`config.mk`:
```
export PLATFORM = sky130hd
export DESIGN_NAME = capture_sequencer_flat
export DESIGN_NICKNAME = d
export VERILOG_FILES = /design/src/rtl/capture_pkg.sv /design/src/rtl/capture_sequencer_if.sv /design/src/rtl/sample_decimator.sv /design/src/rtl/capture_sequencer.sv /design/src/flat_wrapper.sv
export SDC_FILE = /design/constraint.sdc
export NUM_CORES = 1
export LEC_CHECK = 0
export ABC_AREA = 1
export ABC_CLOCK_PERIOD_IN_PS = 3000
export BUFFER_PORTS_ARGS = -buffer_cell sky130_fd_sc_hd__buf_4
export CAP_MARGIN = 20
export CORE_MARGIN = 2
export CORE_UTILIZATION = 30
export DETAILED_ROUTE_END_ITERATION = 6
export PLACE_DENSITY_LB_ADDON = 0.3
export SYNTH_ARGS = -nofsm -noshare
export SYNTH_HDL_FRONTEND = slang
export SYNTH_SLANG_ARGS = --single-unit
```
`constraint.sdc`:
```
create_clock -name clk -period 3 [get_ports clk]
set_clock_uncertainty 0.05 [all_clocks]
set_input_delay 0.45 -clock clk [delete_from_list [all_inputs] [get_ports clk]]
set_output_delay 0.45 -clock clk [all_outputs]
set_load 0.01 [all_outputs]
```
`src/rtl/capture_pkg.sv`:
```
// Shared types and constants for the ping-pong frame capture sequencer.
// Holds the FSM state enum, MCU register addresses and CTRL bit indices.
package capture_pkg;

   typedef enum logic [1:0] {
      IDLE      = 2'd0,
      WAIT_EDGE = 2'd1,
      CAPTURE   = 2'd2,
      SWAP      = 2'd3
   } cap_state_t;

   localparam logic [1:0] CFG_CTRL    = 2'd0;
   localparam logic [1:0] CFG_SAMPLES = 2'd1;
   localparam logic [1:0] CFG_DECIM   = 2'd2;

   localparam int CTRL_ARM  = 0;
   localparam int CTRL_CONT = 1;

endpackage

```
`src/rtl/capture_sequencer_if.sv`:
```
// Bundle of all non-clock signals of the capture sequencer.
// slave: the sequencer (ADC/MCU inputs in, buffer/status out); master: its environment.
interface capture_sequencer_if #(
   parameter int DATA_W = 12,
   parameter int ADDR_W = 10
);
   logic              stable;
   logic              signal_in;
   logic              sample_stb;
   logic [DATA_W-1:0] adc_data;
   logic              cfg_we;
   logic [1:0]        cfg_addr;
   logic [15:0]       cfg_wdata;
   logic              mcu_done;
   logic              buf_wr_en;
   logic [ADDR_W-1:0] buf_wr_addr;
   logic [DATA_W-1:0] buf_wr_data;
   logic              buf_wr_sel;
   logic              buf_rd_sel;
   logic              ready;
   logic              overrun;
   logic [1:0]        state_o;

   modport slave (
      input  stable, signal_in, sample_stb, adc_data,
      input  cfg_we, cfg_addr, cfg_wdata, mcu_done,
      output buf_wr_en, buf_wr_addr, buf_wr_data,
      output buf_wr_sel, buf_rd_sel, ready, overrun, state_o
   );

   modport master (
      output stable, signal_in, sample_stb, adc_data,
      output cfg_we, cfg_addr, cfg_wdata, mcu_done,
      input  buf_wr_en, buf_wr_addr, buf_wr_data,
      input  buf_wr_sel, buf_rd_sel, ready, overrun, state_o
   );

endinterface

```
`src/rtl/sample_decimator.sv`:
```
// Keeps 1 of every DECIM+1 samples; DECIM is shadowed on load (frame start).
// Ports: clk, rst, load, decim, en (capturing), sample_stb -> keep (same cycle as stb).
module sample_decimator #(
   parameter int DEC_W = 8
) (
   input  logic             clk,
   input  logic             rst,
   input  logic             load,
   input  logic [DEC_W-1:0] decim,
   input  logic             en,
   input  logic             sample_stb,
   output logic             keep
);

   logic [DEC_W-1:0] dec_sh;
   logic [DEC_W-1:0] dec_cnt;

   always_ff @(posedge clk) begin
      if (rst) begin
         dec_sh  <= '0;
         dec_cnt <= '0;
      end else if (load) begin
         dec_sh  <= decim;
         dec_cnt <= '0;
      end else if (en && sample_stb) begin
         dec_cnt <= (dec_cnt == dec_sh) ? '0 : dec_cnt + DEC_W'(1);
      end
   end

   assign keep = en && sample_stb && (dec_cnt == '0);

endmodule

```
`src/rtl/capture_sequencer.sv`:
```
// Ping-pong ADC frame capture: arm, wait for rising edge, write decimated frame, swap.
// Ports: clk, rst (sync, active-high), bus (capture_sequencer_if.slave).
module capture_sequencer
   import capture_pkg::*;
#(
   parameter int DATA_W = 12,
   parameter int ADDR_W = 10,
   parameter int DEC_W  = 8
) (
   input logic                 clk,
   input logic                 rst,
   capture_sequencer_if.slave  bus
);

   cap_state_t        state;
   cap_state_t        state_nx;
   logic [1:0]        ctrl;
   logic [ADDR_W:0]   samples;
   logic [DEC_W-1:0]  decim;
   logic [ADDR_W-1:0] last_addr;
   logic [ADDR_W-1:0] addr;
   logic              sig_d;
   logic              wr_en;
   logic [ADDR_W-1:0] wr_addr;
   logic [DATA_W-1:0] wr_data;
   logic              wr_sel;
   logic              rd_sel;
   logic              ready;
   logic              overrun;
   logic              keep;
   logic              abort;
   logic              go;
   logic              cap_en;
   logic              last_wr;
   logic              ready_eff;
   logic              ctrl_wr;
   logic              unused_ok;

   assign unused_ok = ^bus.cfg_wdata[15:ADDR_W+1];

   // Abort only matters while in WAIT_EDGE/CAPTURE.
   assign abort   = !bus.stable || !ctrl[CTRL_ARM];
   assign go      = (state == WAIT_EDGE) && !abort
                    && bus.signal_in && !sig_d;
   assign cap_en  = (state == CAPTURE) && !abort;
   assign last_wr = keep && (addr == last_addr);
   assign ctrl_wr = bus.cfg_we && (bus.cfg_addr == CFG_CTRL);
   // mcu_done in the SWAP cycle frees the read buffer first.
   assign ready_eff = ready && !bus.mcu_done;

   sample_decimator #(.DEC_W(DEC_W)) u_dec (
      .clk        (clk),
      .rst        (rst),
      .load       (go),
      .decim      (decim),
      .en         (cap_en),
      .sample_stb (bus.sample_stb),
      .keep       (keep)
   );

   always_comb begin
      state_nx = state;
      unique case (state)
         IDLE:
            if (ctrl[CTRL_ARM] && bus.stable) state_nx = WAIT_EDGE;
         WAIT_EDGE:
            if (abort)   state_nx = IDLE;
            else if (go) state_nx = CAPTURE;
         CAPTURE:
            if (abort)        state_nx = IDLE;
            else if (last_wr) state_nx = SWAP;
         SWAP:
            state_nx = ctrl[CTRL_CONT] ? WAIT_EDGE : IDLE;
         default:
            state_nx = IDLE;
      endcase
   end

   always_ff @(posedge clk) begin
      if (rst) state <= IDLE;
      else     state <= state_nx;
   end

   always_ff @(posedge clk) begin
      if (rst) begin
         ctrl    <= '0;
         samples <= '0;
         decim   <= '0;
      end else begin
         if (state == SWAP && !ctrl[CTRL_CONT]) ctrl[CTRL_ARM] <= 1'b0;
         if (bus.cfg_we) begin
            case (bus.cfg_addr)
               CFG_CTRL:    ctrl    <= bus.cfg_wdata[1:0];
               CFG_SAMPLES: samples <= bus.cfg_wdata[ADDR_W:0];
               CFG_DECIM:   decim   <= bus.cfg_wdata[DEC_W-1:0];
               default: ;
            endcase
         end
      end
   end

   // 0 wraps to all-ones and anything >= 2**ADDR_W clamps to a full buffer.
   always_ff @(posedge clk) begin
      if (rst) begin
         sig_d     <= 1'b0;
         last_addr <= '0;
         addr      <= '0;
         wr_en     <= 1'b0;
         wr_addr   <= '0;
         wr_data   <= '0;
      end else begin
         sig_d <= bus.signal_in;
         wr_en <= keep;
         if (go) begin
            addr      <= '0;
            last_addr <= samples[ADDR_W] ? '1
                         : samples[ADDR_W-1:0] - ADDR_W'(1);
         end else if (keep) begin
            addr <= addr + ADDR_W'(1);
         end
         if (keep) begin
            wr_addr <= addr;
            wr_data <= bus.adc_data;
         end
      end
   end

   always_ff @(posedge clk) begin
      if (rst) begin
         wr_sel  <= 1'b0;
         rd_sel  <= 1'b1;
         ready   <= 1'b0;
         overrun <= 1'b0;
      end else begin
         if (bus.mcu_done) ready <= 1'b0;
         if (ctrl_wr) overrun <= 1'b0;
         if (state == SWAP) begin
            if (!ready_eff) begin
               rd_sel <= wr_sel;
               wr_sel <= !wr_sel;
               ready  <= 1'b1;
            end else begin
               overrun <= 1'b1;
            end
         end
      end
   end

   assign bus.buf_wr_en   = wr_en;
   assign bus.buf_wr_addr = wr_addr;
   assign bus.buf_wr_data = wr_data;
   assign bus.buf_wr_sel  = wr_sel;
   assign bus.buf_rd_sel  = rd_sel;
   assign bus.ready       = ready;
   assign bus.overrun     = overrun;
   assign bus.state_o     = state;

endmodule

```
`src/flat_wrapper.sv`:
```
// flat-port wrapper written by rule: the top's interface ports become plain ports
module capture_sequencer_flat import capture_pkg::*;
#(
   parameter int DATA_W = 12,
   parameter int ADDR_W = 10,
   parameter int DEC_W  = 8
)
  (clk, rst, bus_stable, bus_signal_in, bus_sample_stb, bus_adc_data, bus_cfg_we, bus_cfg_addr, bus_cfg_wdata, bus_mcu_done, bus_buf_wr_en, bus_buf_wr_addr, bus_buf_wr_data, bus_buf_wr_sel, bus_buf_rd_sel, bus_ready, bus_overrun, bus_state_o);
  capture_sequencer_if #(.DATA_W(DATA_W), .ADDR_W(ADDR_W)) bus_i ();
  input logic clk;
  input logic rst;
  input wire logic [$bits(bus_i.stable)-1:0] bus_stable;
  input wire logic [$bits(bus_i.signal_in)-1:0] bus_signal_in;
  input wire logic [$bits(bus_i.sample_stb)-1:0] bus_sample_stb;
  input wire logic [$bits(bus_i.adc_data)-1:0] bus_adc_data;
  input wire logic [$bits(bus_i.cfg_we)-1:0] bus_cfg_we;
  input wire logic [$bits(bus_i.cfg_addr)-1:0] bus_cfg_addr;
  input wire logic [$bits(bus_i.cfg_wdata)-1:0] bus_cfg_wdata;
  input wire logic [$bits(bus_i.mcu_done)-1:0] bus_mcu_done;
  output wire logic [$bits(bus_i.buf_wr_en)-1:0] bus_buf_wr_en;
  output wire logic [$bits(bus_i.buf_wr_addr)-1:0] bus_buf_wr_addr;
  output wire logic [$bits(bus_i.buf_wr_data)-1:0] bus_buf_wr_data;
  output wire logic [$bits(bus_i.buf_wr_sel)-1:0] bus_buf_wr_sel;
  output wire logic [$bits(bus_i.buf_rd_sel)-1:0] bus_buf_rd_sel;
  output wire logic [$bits(bus_i.ready)-1:0] bus_ready;
  output wire logic [$bits(bus_i.overrun)-1:0] bus_overrun;
  output wire logic [$bits(bus_i.state_o)-1:0] bus_state_o;
  assign bus_i.stable = bus_stable;
  assign bus_i.signal_in = bus_signal_in;
  assign bus_i.sample_stb = bus_sample_stb;
  assign bus_i.adc_data = bus_adc_data;
  assign bus_i.cfg_we = bus_cfg_we;
  assign bus_i.cfg_addr = bus_cfg_addr;
  assign bus_i.cfg_wdata = bus_cfg_wdata;
  assign bus_i.mcu_done = bus_mcu_done;
  assign bus_buf_wr_en = bus_i.buf_wr_en;
  assign bus_buf_wr_addr = bus_i.buf_wr_addr;
  assign bus_buf_wr_data = bus_i.buf_wr_data;
  assign bus_buf_wr_sel = bus_i.buf_wr_sel;
  assign bus_buf_rd_sel = bus_i.buf_rd_sel;
  assign bus_ready = bus_i.ready;
  assign bus_overrun = bus_i.overrun;
  assign bus_state_o = bus_i.state_o;
  capture_sequencer #(.DATA_W(DATA_W), .ADDR_W(ADDR_W), .DEC_W(DEC_W)) u_core (.clk(clk), .rst(rst), .bus(bus_i));
endmodule
```
==> key figures <==
Pwr
  • Share of power burned in registers: roughly 47%
  • Clock power share: a little under half
  • Leakage dissipation: about 2 nW
  • Power density over the cells: 535 mW/mm²
  • Worst VDD drop: around 0.36 mV
  • P_int: approximately 0.0020 W
  • NetSw: 0.000524 W
  • Comb pwr share: ~5.6%
  • Net Sw Frac: between 20% and 30%

Global routing
  • First-pass GRT wire length: approximately 14 mm
  • Gr ovfl total: 0
  • Initial antenna violation count: 0
  • Maximum number of pins on one net before global-route repair: 58
  • GRT Total Usage: a little over an eighth
  • Vias in the first global route: 3128

Placement
  • Hpwl dp: between 6 and 7 mm
  • Placer Congestion: slightly below 0.8
  • Cells after DPL: 745
  • Pre-CTS setup slack: roughly 0.91 ns
  • Port bufs: 60

Setup path
  • CP endpoint kind: register
  • Crit path kind: reg2reg
  • Path depth of the worst reg2reg path: 7
  • CP endpoint: u_core.addr[9]
  • R2R Path Start: u_core.bus.state_o[1]
  • Crit path cell chain: nand2_2, nor3_4, nand2_4, inv_6, nand3_4, o21ai_0, a21oi_1
  • WP data arrival: 2.11 ns
  • Critical Path RT: about 3.2 ns
  • RR Endpoint: u_core.addr[9]
  • Reg2reg setup slack: 1.06 ns
  • Startpoint class of the critical path: register
  • Slowest-stage cell, CP: dfxtp_1
  • Critical path's largest stage delay: between 0.4 and 0.5 ns
  • Worst-path fanout max: 35
  • Worst setup path startpoint: u_core.bus.state_o[1]

Route
  • Vias per cell: roughly 4.4
  • DR iter-0 viols: approximately 160
  • DRT Pass-1 Iters: 4
  • Via count: between 3000 and 4000
  • Routed WL: ~8.7 mm
  • Routed len/inst: 11.4 µm
  • DRC: 0
  • Antenna viol nets, final: 0

Logic synthesis
  • Mux cell area share after synthesis: 0%
  • Synth warn: 0
  • Synth Area in Compound Gates: 16.8%
  • Syn Area/Cell: 7.27 µm²
  • Primary FF master, synth: dfxtp_1
  • Synth Area in Adders: about 1.3%
  • Synth Area in Simple Gates: between 20% and 30%
  • Post-synthesis async set-or-reset flop share: 0%
  • EDFF count, synth: 0
  • Syn_nets: roughly 570
  • Xor-xnor portion of the synthesized cell area: between 1.5 and 2%
  • Number of synthesized register bits: 87
  • Netlist cell types: 37
  • Sequential fraction of the synthesis area: 45.5%
  • Mapped cell area: between 0.003 and 0.004 mm²
  • Largest family of logic cells by synthesized area: simple AND/OR/NAND/NOR gates
  • Post-Syn Instances: about 530

Clocking
  • Post-CTS Hold Fix Bufs: 0
  • CTS Buf Count: 9
  • Clock transition at path regs: 0.06 ns
  • CTS-repair resized insts: 0
  • Worst skew pair latency: between 0.3 and 0.4 ns
  • Root Buffer: clkbuf_16
  • CTS tree: built
  • Setup bufs post-CTS: 0
  • CTS Sinks: 87
  • CTS HTree Levels: 3
  • Clock buffer depth: 2

Floorplan
  • Top Ports: 66
  • Die H: about 120 µm
  • Die area: 0.0137 mm²
  • Rows: approximately 40
  • Core ar.: approximately 0.013 mm²
  • Die span in x: between 100 and 150 µm
  • Initial Util: a little under a third

STA
  • Final worst slack: 1.06 ns
  • Fmax achieved: 0.517 GHz
  • RSZ-0062 raised after global routing: false
  • Tmin final: between 1.5 and 2 ns
  • Fin crit share: 64.5%
  • Final Setup Violations: 0
  • Slew @ Worst Pin: between 0.7 and 0.8 ns
  • Final Hold Vio Count: 0
  • Max-slew violations: 0
  • Setup TNS: 0 ns
  • Rel. slew slack: approximately 50%

Run
  • Max-cap viol count: 0

Final layout
  • Post-layout nets: between 600 and 700
  • # fillers: about 1400
  • Most common cell after layout, fill and taps aside: nand2_1
  • Layout area overhead: 24.5%
  • Share of cells above drive strength 1: between 15 and 20%
  • Most frequent cells in the layout: 92 x nand2_1, 87 x dfxtp_1, 84 x nor2_1
  • Antenna cells: 0
  • Final Non-Filler Cells: 760

Outcome
  • Status: finished clean

Hold path
  • Hold Path Class: in2reg
routing by layer:
| layer | wire (µm) | share of wire [%] | track usage, % | vias to the layer above |
|---|---|---|---|---|
| met5 | 0 | 0 | 0 | - |
| met1 | 4240 | 49 | 17.2 | 1493 |
| met3 | 318 | 3.7 | 3.81 | 6 |
| met2 | 3980 | 46 | 21.6 | 56 |
| li1 | - | - | - | 1814 |
| met4 | 114 | 1.3 | 5.10 | 0 |
power groups by stage:
stage | Sequential, W | Combinational [W] | Clock (W)
floorplan | 0.00121 | 0.0000807 | 0
global placement | 0.00121 | 0.000139 | 0
detailed placement | 0.00121 | 0.000143 | 0
CTS | 0.00119 | 0.000143 | 0.00125
global route | 0.00119 | 0.000163 | 0.00129
finish | 0.00119 | 0.000142 | 0.00122
worst min-delay path by stage:
stage	slack (ns)	start	cells past startpoint	to
floorplan	0.38	u_core.samples[0]	1	u_core.last_addr[0]
global placement	0.40	u_core.samples[0]	1	u_core.last_addr[0]
detailed placement	0.39	u_core.samples[0]	1	u_core.last_addr[0]
CTS	0.28	bus_signal_in	3	u_core.sig_d
global route	0.30	bus_signal_in	3	u_core.sig_d
finish	0.28	bus_signal_in	3	u_core.sig_d
area by class of cell:
class | instances | area [µm²] | share of cell area (%)
clock inverters | 3 | 65.1 | 1.37
clock buffers | 12 | 267 | 5.60
repair buffers | 64 | 480 | 10.1
well taps | 172 | 215 | 4.52
inverters | 67 | 256 | 5.39
multi-input cells | 355 | 1740 | 36.5
flip-flops and latches | 87 | 1740 | 36.6
synthesized netlist by cell type (3+ instances only):
library cell	n	area share (%)
dfxtp_1	87	46
a21oi_1	43	5.6
xor2_1	3	0.69
xnor2_1	5	1.1
nand2_1	92	9.0
clkbuf_1	10	0.98
ha_1	4	1.3
nand4_1	6	0.98
nand3_1	13	1.7
nor3_1	9	1.2
a31oi_1	4	0.65
inv_2	3	0.29
inv_1	63	6.2
a221oi_1	3	0.69
o21ai_0	66	8.6
nor2_1	84	8.2
critical path: cells and delay by family (launching register included):
family	cells	cell delay, ns
compound gates	2	0.24
buf+inv	1	0.28
flops	1	0.45
simple gates	4	0.79
kinds of logic (layout without fill, tap and decap cells):
group           Yosys count  in the layout
simple gates            221            221
buf+inv                  84            146
fa+ha+maj                 4              4
flops                    87             87
compound gates          122            122
xor+xnor                  8              8
sequential cells by signal (all words and copies together), names as in the netlist:
register	count
u_core.addr	10
u_core.bus.buf_rd_sel	1
u_core.bus.buf_wr_addr	10
u_core.bus.buf_wr_data	12
u_core.bus.buf_wr_en	1
u_core.bus.buf_wr_sel	1
u_core.bus.overrun	1
u_core.bus.ready	1
u_core.bus.state_o	2
u_core.ctrl	2
u_core.decim	8
u_core.last_addr	10
u_core.samples	11
u_core.sig_d	1
u_core.u_dec.dec_cnt	8
u_core.u_dec.dec_sh	8
per-stage QoR:
step / total power (W) / hold slack, ns / util, % / area, µm²
2_1_floorplan: 0.00129 / 0.379 / - / 3820
3_3_place_gp: 0.00135 / 0.396 / 35.4 / 4430
3_5_place_dp: 0.00135 / 0.393 / 35.4 / 4430
4_1_cts: 0.00258 / 0.278 / 38.0 / 4760
5_1_grt: 0.00264 / 0.304 / 38.0 / 4760
6_report: 0.00255 / 0.284 / 38.0 / 4760
Power figures use the tool's default switching activity.
